$ cat src/rtl/jtsdram_bank_arb.sv
// Round-robin arbiter sharing one SDRAM command port among four bank engines,
// with internally scheduled auto-refresh. Optional stats: JTSDRAM_ARB_STATS_EN.
module jtsdram_bank_arb #(
  parameter int AW         = 22,
  parameter int REF_PERIOD = 780
) (
  input  logic            rst,
  input  logic            clk,
  input  logic [3:0]      ba_req,
  input  logic [4*AW-1:0] ba_addr,
  input  logic [3:0]      ba_wr,
  output logic [3:0]      ba_ack,
  output logic [3:0]      ba_rdy,
  output logic            cmd_valid,
  output logic [1:0]      cmd_ba,
  output logic [AW-1:0]   cmd_addr,
  output logic            cmd_wr,
  input  logic            cmd_ready,
  input  logic            cmd_done,
  output logic            ref_req,
  input  logic            ref_ack
`ifdef JTSDRAM_ARB_STATS_EN
  ,
  output logic [4*16-1:0] grant_cnt,
  output logic            ref_late
`endif
);

  localparam int CW = $clog2(REF_PERIOD);
  localparam logic [CW-1:0] CNT_TOP = CW'(REF_PERIOD - 1);

  localparam logic [1:0] S_IDLE  = 2'd0;
  localparam logic [1:0] S_GRANT = 2'd1;
  localparam logic [1:0] S_BUSY  = 2'd2;
  localparam logic [1:0] S_REF   = 2'd3;

  logic [1:0]    state_q, state_d;
  logic [1:0]    last_ba_q, last_ba_d;
  logic [CW-1:0] ref_cnt_q, ref_cnt_d;
  logic          ref_pend_q, ref_pend_d;
  logic          ref_rearm_q, ref_rearm_d;
  logic          ref_req_q, ref_req_d;
  logic          cmd_valid_q, cmd_valid_d;
  logic [1:0]    cmd_ba_q, cmd_ba_d;
  logic [AW-1:0] cmd_addr_q, cmd_addr_d;
  logic          cmd_wr_q, cmd_wr_d;
  logic [3:0]    ba_ack_q, ba_ack_d;
  logic [3:0]    ba_rdy_q, ba_rdy_d;

  logic          ref_exp;
  logic [2:0]    rot_sh;
  logic [3:0]    rot;
  logic [1:0]    pick_off;
  logic [1:0]    pick_ba;

  // Rotate requests so bit 0 is the bank right after the last winner.
  always_comb begin
    rot_sh   = {1'b0, last_ba_q} + 3'd1;
    rot      = 4'({ba_req, ba_req} >> rot_sh);
    pick_off = 2'd0;
    for (int i = 3; i >= 0; i--)
      if (rot[i]) pick_off = 2'(i);
    pick_ba  = last_ba_q + 2'd1 + pick_off;
  end

  always_comb begin
    state_d     = state_q;
    last_ba_d   = last_ba_q;
    ref_req_d   = ref_req_q;
    cmd_valid_d = cmd_valid_q;
    cmd_ba_d    = cmd_ba_q;
    cmd_addr_d  = cmd_addr_q;
    cmd_wr_d    = cmd_wr_q;
    ba_ack_d    = 4'd0;
    ba_rdy_d    = 4'd0;
    ref_exp     = (ref_cnt_q == '0);
    ref_cnt_d   = ref_exp ? CNT_TOP : ref_cnt_q - CW'(1);
    ref_pend_d  = ref_pend_q;
    ref_rearm_d = ref_rearm_q;

    case (state_q)
      S_IDLE: begin
        if (ref_pend_q) begin
          state_d   = S_REF;
          ref_req_d = 1'b1;
        end else if (|ba_req) begin
          state_d     = S_GRANT;
          last_ba_d   = pick_ba;
          cmd_valid_d = 1'b1;
          cmd_ba_d    = pick_ba;
          cmd_addr_d  = ba_addr[int'(pick_ba)*AW +: AW];
          cmd_wr_d    = ba_wr[pick_ba];
        end
      end
      S_GRANT: begin
        if (cmd_ready) begin
          cmd_valid_d        = 1'b0;
          ba_ack_d[cmd_ba_q] = 1'b1;
          if (cmd_done) begin
            ba_rdy_d[cmd_ba_q] = 1'b1;
            state_d            = S_IDLE;
          end else begin
            state_d = S_BUSY;
          end
        end
      end
      S_BUSY: begin
        if (cmd_done) begin
          ba_rdy_d[cmd_ba_q] = 1'b1;
          state_d            = S_IDLE;
        end
      end
      default: begin
        // An expiry seen while refreshing earns one more refresh afterwards.
        if (ref_exp) ref_rearm_d = 1'b1;
        if (ref_ack) begin
          ref_req_d   = 1'b0;
          ref_pend_d  = ref_rearm_q;
          ref_rearm_d = 1'b0;
          state_d     = S_IDLE;
        end
      end
    endcase

    if (ref_exp) ref_pend_d = 1'b1;
  end

  always_ff @(posedge clk or posedge rst) begin
    if (rst) begin
      state_q     <= S_IDLE;
      last_ba_q   <= 2'd3;
      ref_cnt_q   <= CNT_TOP;
      ref_pend_q  <= 1'b0;
      ref_rearm_q <= 1'b0;
      ref_req_q   <= 1'b0;
      cmd_valid_q <= 1'b0;
      cmd_ba_q    <= 2'd0;
      cmd_addr_q  <= '0;
      cmd_wr_q    <= 1'b0;
      ba_ack_q    <= 4'd0;
      ba_rdy_q    <= 4'd0;
    end else begin
      state_q     <= state_d;
      last_ba_q   <= last_ba_d;
      ref_cnt_q   <= ref_cnt_d;
      ref_pend_q  <= ref_pend_d;
      ref_rearm_q <= ref_rearm_d;
      ref_req_q   <= ref_req_d;
      cmd_valid_q <= cmd_valid_d;
      cmd_ba_q    <= cmd_ba_d;
      cmd_addr_q  <= cmd_addr_d;
      cmd_wr_q    <= cmd_wr_d;
      ba_ack_q    <= ba_ack_d;
      ba_rdy_q    <= ba_rdy_d;
    end
  end

  assign ba_ack    = ba_ack_q;
  assign ba_rdy    = ba_rdy_q;
  assign cmd_valid = cmd_valid_q;
  assign cmd_ba    = cmd_ba_q;
  assign cmd_addr  = cmd_addr_q;
  assign cmd_wr    = cmd_wr_q;
  assign ref_req   = ref_req_q;

`ifdef JTSDRAM_ARB_STATS_EN
  logic [3:0][15:0] gcnt_q;
  logic             ref_late_q;

  always_ff @(posedge clk or posedge rst) begin
    if (rst) begin
      gcnt_q     <= '0;
      ref_late_q <= 1'b0;
    end else begin
      for (int b = 0; b < 4; b++)
        if (ba_ack_d[b] && gcnt_q[b] != 16'hFFFF) gcnt_q[b] <= gcnt_q[b] + 16'd1;
      if (ref_exp && ref_pend_q) ref_late_q <= 1'b1;
    end
  end

  assign grant_cnt = gcnt_q;
  assign ref_late  = ref_late_q;
`endif

endmodule
$ cat config.mk
export PLATFORM = sky130hd
export DESIGN_NAME = jtsdram_bank_arb
export DESIGN_NICKNAME = d
export VERILOG_FILES = /design/src/rtl/jtsdram_bank_arb.sv
export SDC_FILE = /design/constraint.sdc
export NUM_CORES = 1
export LEC_CHECK = 0
export BUFFER_PORTS_ARGS = -buffer_cell sky130_fd_sc_hd__buf_4
export CAP_MARGIN = 40
export CORE_ASPECT_RATIO = 2
export CORE_UTILIZATION = 48
export CTS_BUF_LIST = sky130_fd_sc_hd__clkbuf_8 sky130_fd_sc_hd__clkbuf_16
export DETAILED_ROUTE_END_ITERATION = 8
export PLACE_DENSITY_LB_ADDON = 0.12
export REMOVE_ABC_BUFFERS = 1
export SYNTH_ARGS = -nofsm -noshare
export SYNTH_HDL_FRONTEND = slang
export SYNTH_SLANG_ARGS = --single-unit
$ cat constraint.sdc
create_clock -name clk -period 3.15 [get_ports clk]
set_clock_uncertainty 0.05 [all_clocks]
set_input_delay 0.315 -clock clk [delete_from_list [all_inputs] [get_ports clk]]
set_output_delay 0.315 -clock clk [all_outputs]
set_load 0.01 [all_outputs]
== Yosys cells after proc, flatten, opt, wreduce, memory -nomap -nowiden ==
Index checks and enable logic that the tools add are counted.
Cells by class
  multiply operators: 1
  reductions and logical operators: 16
  equal/unequal tests: 9
  shift-type cells: 2
  order comparisons: 3
  muxes and demuxes: 33
  bitwise logic cells: 3
  add/sub/neg operators: 4
Operators with widths (number)
  $shiftx 88x8->22: 1
  $mux 2: 10
  $mux 4: 4
  $mux 1: 12
  $logic_not 10->1: 1
  $mux 10: 1
  $ne 2x2->1 const B: 5
  $sub 10x1->10 const B: 1
  $pmux 4 s2: 1
  $reduce_and 4->1: 2
  $shr 8x3->4: 1
  $lt 2x3->1 const B: 2
  $mul 2x4->6 const B: 1
  $pmux 2 s3: 1
  $reduce_and 3->1: 2
  $reduce_bool 2->1: 3
  $pmux 1 s2: 2
  $reduce_and 2->1: 2
  $reduce_bool 4->1: 1
  $reduce_or 4->1: 1
  $add 2x1->3 const B: 1
  $ne 3x3->1 const B: 1
  $not 1->1: 3
  $reduce_or 3->1: 1
  other kinds (11): 11
Word-level totals
  register bits: 51
  input port bits: 101
  logic and storage cells: 83
  output and inout port bits: 35

== Depth between registers and ports, before layout ==
  depth after elaboration: 9
  depth in mapped cells: 12
  gate-level depth less buffers: 10

== Worst setup path after synthesis ==
Ideal clock, no wire load.
  path kind: flip-flop to flip-flop
  start point: register last_ba_q[1]
  end point: register cmd_addr_q[10], in the netlist cmd_addr[10]
  setup slack: 0.689 ns
  data required time: 3.005 ns
  stages on the path, launching flop included: 12
  arrival: 2.316 ns
  period minus slack after synthesis: 2.461 ns
  buffers on the path: 4
  library setup time: 0.095 ns
  path through: dfstp_2 buf_2 nand2_1 a21oi_1 o2bb2ai_1 o21ai_0 ha_1 clkbuf_1 buf_2 clkbuf_1 a221oi_1 o31ai_1
Between the ends
  word-level cells in the longest chain between the ends: 9
  elaborated cells on any way between the ends: 10
  classes of those cells: 3 x add/sub; 1 x mul; 2 x shift; 4 x mux
RTL lines
  start: declaration: RTL line 38  | logic [1:0] last_ba_q, last_ba_d;
  start signal: assignment: RTL line 144  | last_ba_q <= last_ba_d;
  $add 2x1->3: RTL line 58  | rot_sh = {1'b0, last_ba_q} + 3'd1;
  $shr 8x3->4: RTL line 59  | rot = 4'({ba_req, ba_req} >> rot_sh);
  $mux 2 (4 in series): RTL line 62  | if (rot[i]) pick_off = 2'(i);
  $add 2x2->2 (*): RTL line 63  | pick_ba = last_ba_q + 2'd1 + pick_off;
  $mul 2x4->6 (*): RTL line 91  | cmd_addr_d = ba_addr[int'(pick_ba)*AW +: AW];
  $shiftx 88x8->22 (*): RTL line 91
  end signal: assignment: RTL line 151  | cmd_addr_q <= cmd_addr_d;
  end: declaration: RTL line 45  | logic [AW-1:0] cmd_addr_q, cmd_addr_d;
Every way passes the cells marked *; elsewhere a longest branch is shown, timed or not.
A chain may end at the register's enable or synchronous reset.

== Worst setup path after layout ==
  start point: register last_ba_q[1]
  end point: register cmd_addr_q[2], in the netlist cmd_addr[2]
Same word-level chain as after synthesis.

==> results.txt <==
----------------------------------------------------
[Power]
  Power Total ... 0.004142 W
  Pwr dens ... about 940 mW/mm^2
  Leakage power total ... ~2.0 nW
  Worst-case vdd ir drop ... 577.0 uV

[Die]
  I/O pin cnt ... 136
  Die width ... 59.70 um
  Starting density of the core ... between 50% and 60%
  CORE AREA ... 0.006361 mm^2
  Die Span Y ... 117.4 um
  Area of the die ... 0.007008 mm^2
  Num rows ... slightly above 40

[Placement]
  Total half-perimeter wirelength after legalization and detailed placement ... 6504 um
  Worst setup slack after placement ... a little under 0.6 ns
  Gp weighted congestion ... 0.8393
  Count of port buffers added during placement ... 135

[Min path]
  Worst Hold Class ... input port to flip-flop
  Cells on Worst Hold Path ... 2

[STA]
  Total of endpoints with negative setup slack in the final report ... 0
  Fmax ... ~0.4 GHz
  Max Slew Vio Count ... 0
  Worst hold slack after final layout ... around 0.18 ns
  Number of hold-slack violations in the final timing report ... 0
  Period utilisation layout ... 80.69%
  Worst slew margin ... 46.81%
  Total negative slack for setup checks ... 0 ns
  Setup repair after global routing missed its margin ... no
  Slew at the pin with the worst max-slew slack ... 0.7906 ns
  Clock period minus final worst setup slack ... 2.542 ns
  Post-route setup slack ... 0.6081 ns

[Worst setup path]
  Data required, critical path ... roughly 3.3 ns
  R2R setup slack ... just over 0.6 ns
  End of the critical path ... cmd_addr[2]$_DFFE_PP0P_
  Setup Crit Path Kind ... flip-flop to flip-flop
  Reg2Reg Capture Point ... cmd_addr[2]$_DFFE_PP0P_
  Reg2Reg Launch Point ... last_ba_q[1]$_DFFE_PP1P_
  Startpoint of the worst setup timing path ... last_ba_q[1]$_DFFE_PP1P_
  WP data arrival ... 2.68 ns
  Crit path launch type ... flip-flop
  Critical path fanouts, max ... 16
  Worst setup EP type ... flip-flop
  R2R depth ... 10

[CTS]
  Clk slew on worst S/H paths ... 0.07 ns
  Clk sink count ... 51
  Number of post-CTS setup repair buffers ... 0
  Number of buffers on the longest clock path ... 2
  Clock tree root driver cell ... sky130_fd_sc_hd__clkbuf_16
  Htree depth ... 2
  PostCTS Resize Cnt ... 0
  TritonCTS clock tree ... done
  # hold bufs at CTS ... 1
  Inserted Clock Buffers ... 5
  Insertion delay to the later sink of the worst-skew pair ... around 0.29 ns

[Global route]
  Via count of the first global-routing pass ... 3137
  Pin count of the biggest net entering global routing ... 57
  GR Overflow Total ... 0
  Antenna violations before repair ... 0
  Wire length of the first global-routing pass ... roughly 14000 um
  GRT Resource Usage Total ... 25.60%

[Logic synthesis]
  Number of enable-type register cells in the synthesized netlist ... 0
  Syn_area_per_cell ... between 9 and 10 um^2
  Register bit count reported by yosys ... 51
  Post-synthesis cell area ... 0.003196 mm^2
  Synthesized netlist cell count ... 352
  Top cells by area, synth ... sky130_fd_sc_hd__dfrtp_1, sky130_fd_sc_hd__nor2b_1, sky130_fd_sc_hd__a221oi_1
  Ys flop type ... sky130_fd_sc_hd__dfrtp_1
  Share of async-settable or async-resettable flops after synthesis ... 100.0%
  Proportion of netlist area held by the largest area contributor ... 34.46%
  Largest area contributor in the synthesized netlist ... sky130_fd_sc_hd__dfrtp_1
  Post-synthesis cell type count ... 43
  Post-synthesis sequential area ratio ... between 40% and 50%
  Cell with the most instances after synthesis ... sky130_fd_sc_hd__nor2b_1
  Ranking of synthesized cells by instance count ... sky130_fd_sc_hd__nor2b_1, sky130_fd_sc_hd__dfrtp_1, sky130_fd_sc_hd__nand2_1
  Warning count from the yosys run ... 0

[Cells and area]
  Number of nets in the finished design ... 581
  Syn-to-layout area delta ... 37.67%
  # diodes ... 0
  Layout cell share with drive strength beyond 1 ... between 30% and 40%

[Drt]
  Vias per std cell ... around 5.6
  Total via count in the routed design ... 3149
  DRC violation total after the first TritonRoute iteration ... ~140
  Number of DRC violations after detailed routing ... 0
  Detail Route Antenna Nets ... 0
  Routed length per placed instance ... 15.24 um
  DRT Pass-1 Iters ... 4
  Final Routed Wirelength ... 8552 um

[Run status]
  Outcome ... finished clean

[Flow run]
  Max-cap violation count ... 0

----------------------------------------------------
## critical path, cell delays in order, from the launching register on
cell and delay, ns:
sky130_fd_sc_hd__dfstp_2 0.64, sky130_fd_sc_hd__nand2_1 0.08, sky130_fd_sc_hd__a21oi_1 0.15, sky130_fd_sc_hd__o2bb2ai_1 0.08, sky130_fd_sc_hd__o21ai_0 0.16, sky130_fd_sc_hd__ha_2 0.27, sky130_fd_sc_hd__inv_1 0.09, sky130_fd_sc_hd__nand3_1 0.26
sky130_fd_sc_hd__buf_4 0.30, sky130_fd_sc_hd__a221oi_1 0.10, sky130_fd_sc_hd__o31ai_1 0.26
## worst min path at each step
stage / from / endpoint / slack, ns
floorplan: ref_ack / ref_rearm_q$_DFFE_PP0P_ / 0.35
CTS: ref_ack / ref_rearm_q$_DFFE_PP0P_ / 0.18
global placement: ref_cnt_q[0]$_DFF_PP1_ / ref_cnt_q[0]$_DFF_PP1_ / 0.39
finish: ref_ack / ref_rearm_q$_DFFE_PP0P_ / 0.18
detailed placement: rst / ba_ack[0]$_DFF_PP0_ / 0.30
global route: ref_ack / ref_rearm_q$_DFFE_PP0P_ / 0.17
## through the flow
step	instance area (um^2)	std cells	utilization [%]
floorplan	3015	322	-
detailed placement	4248	552	66.78
global placement	4198	549	65.99
CTS	4399	561	69.16
global route	4399	561	69.16
finish	4399	561	69.16
## cell families after synthesis
kind of cell             Yosys count  synth area share (%)
AND/OR/NAND/NOR                  141                 23.02
multiplexers                       1                0.3132
AO/OA/AOI/OAI                    104                 25.29
adder cells (fa/ha/maj)            6                 2.349
buffers and inverters             43                 7.165
XOR/XNOR                           6                 1.645
flip-flops                        51                 40.21
## where the power goes
group / switching [W] / total (W) / internal (W)
Combinational: 0.00144 / 0.00254 / 0.00110
Sequential: 0.000177 / 0.00108 / 0.000898
Clock: 0.000239 / 0.000530 / 0.000290
Total: 0.00185 / 0.00414 / 0.00229
## registers in the layout (all words and copies together), names as in the netlist
| signal | count |
|---|---|
| cmd_addr | 22 |
| ref_pend_q | 1 |
| cmd_valid | 1 |
| state_q | 2 |
| ba_rdy | 4 |
| ref_rearm_q | 1 |
| cmd_wr | 1 |
| cmd_ba | 2 |
| ref_req | 1 |
| ref_cnt_q | 10 |
| ba_ack | 4 |
| last_ba_q | 2 |
## layout make-up
| type | count | area [um^2] |
|---|---|---|
| well taps | 86 | 107.6 |
| inverters | 13 | 48.80 |
| flip-flops and latches | 51 | 1285 |
| repair buffers | 145 | 1131 |
| fillers | 587 | 1962 |
| multi-input cells | 258 | 1685 |
| clock buffers | 5 | 125.1 |
| clock inverters | 3 | 16.27 |
## placed cells by master (no fill, tap or decap), drive strengths merged, types with 2 or more instances in the layout
master   synthesis  routed
inv             13      14
or3              7       7
nor3             9       9
o31ai           23      23
nand3            3       3
nor2            21      21
a221oi          24      24
dfstp            7       7
clkbuf          12       5
a21oi           12      12
ha               6       6
nand2b           5       5
buf             18     144
a2111oi         23      23
o32ai            2       2
nor4             2       2
nor2b           48      48
nand2           40      40
xor2             3       3
o21ai           10      10
xnor2            3       3
or2              3       3
a21o             2       2
dfrtp           44      44
## metal layers
metal / part of all wire (%) / routed length [um] / vias to the layer above / GRT usage, %
met5: 0 / 0 / - / 0
met4: 4.1 / 347 / 0 / 12.21
met3: 5.0 / 428 / 23 / 6.725
met2: 56 / 4829 / 104 / 47.15
met1: 34 / 2946 / 1487 / 24.41
li1: - / - / 1535 / -
Note: power is estimated with default switching activity, not from simulation.
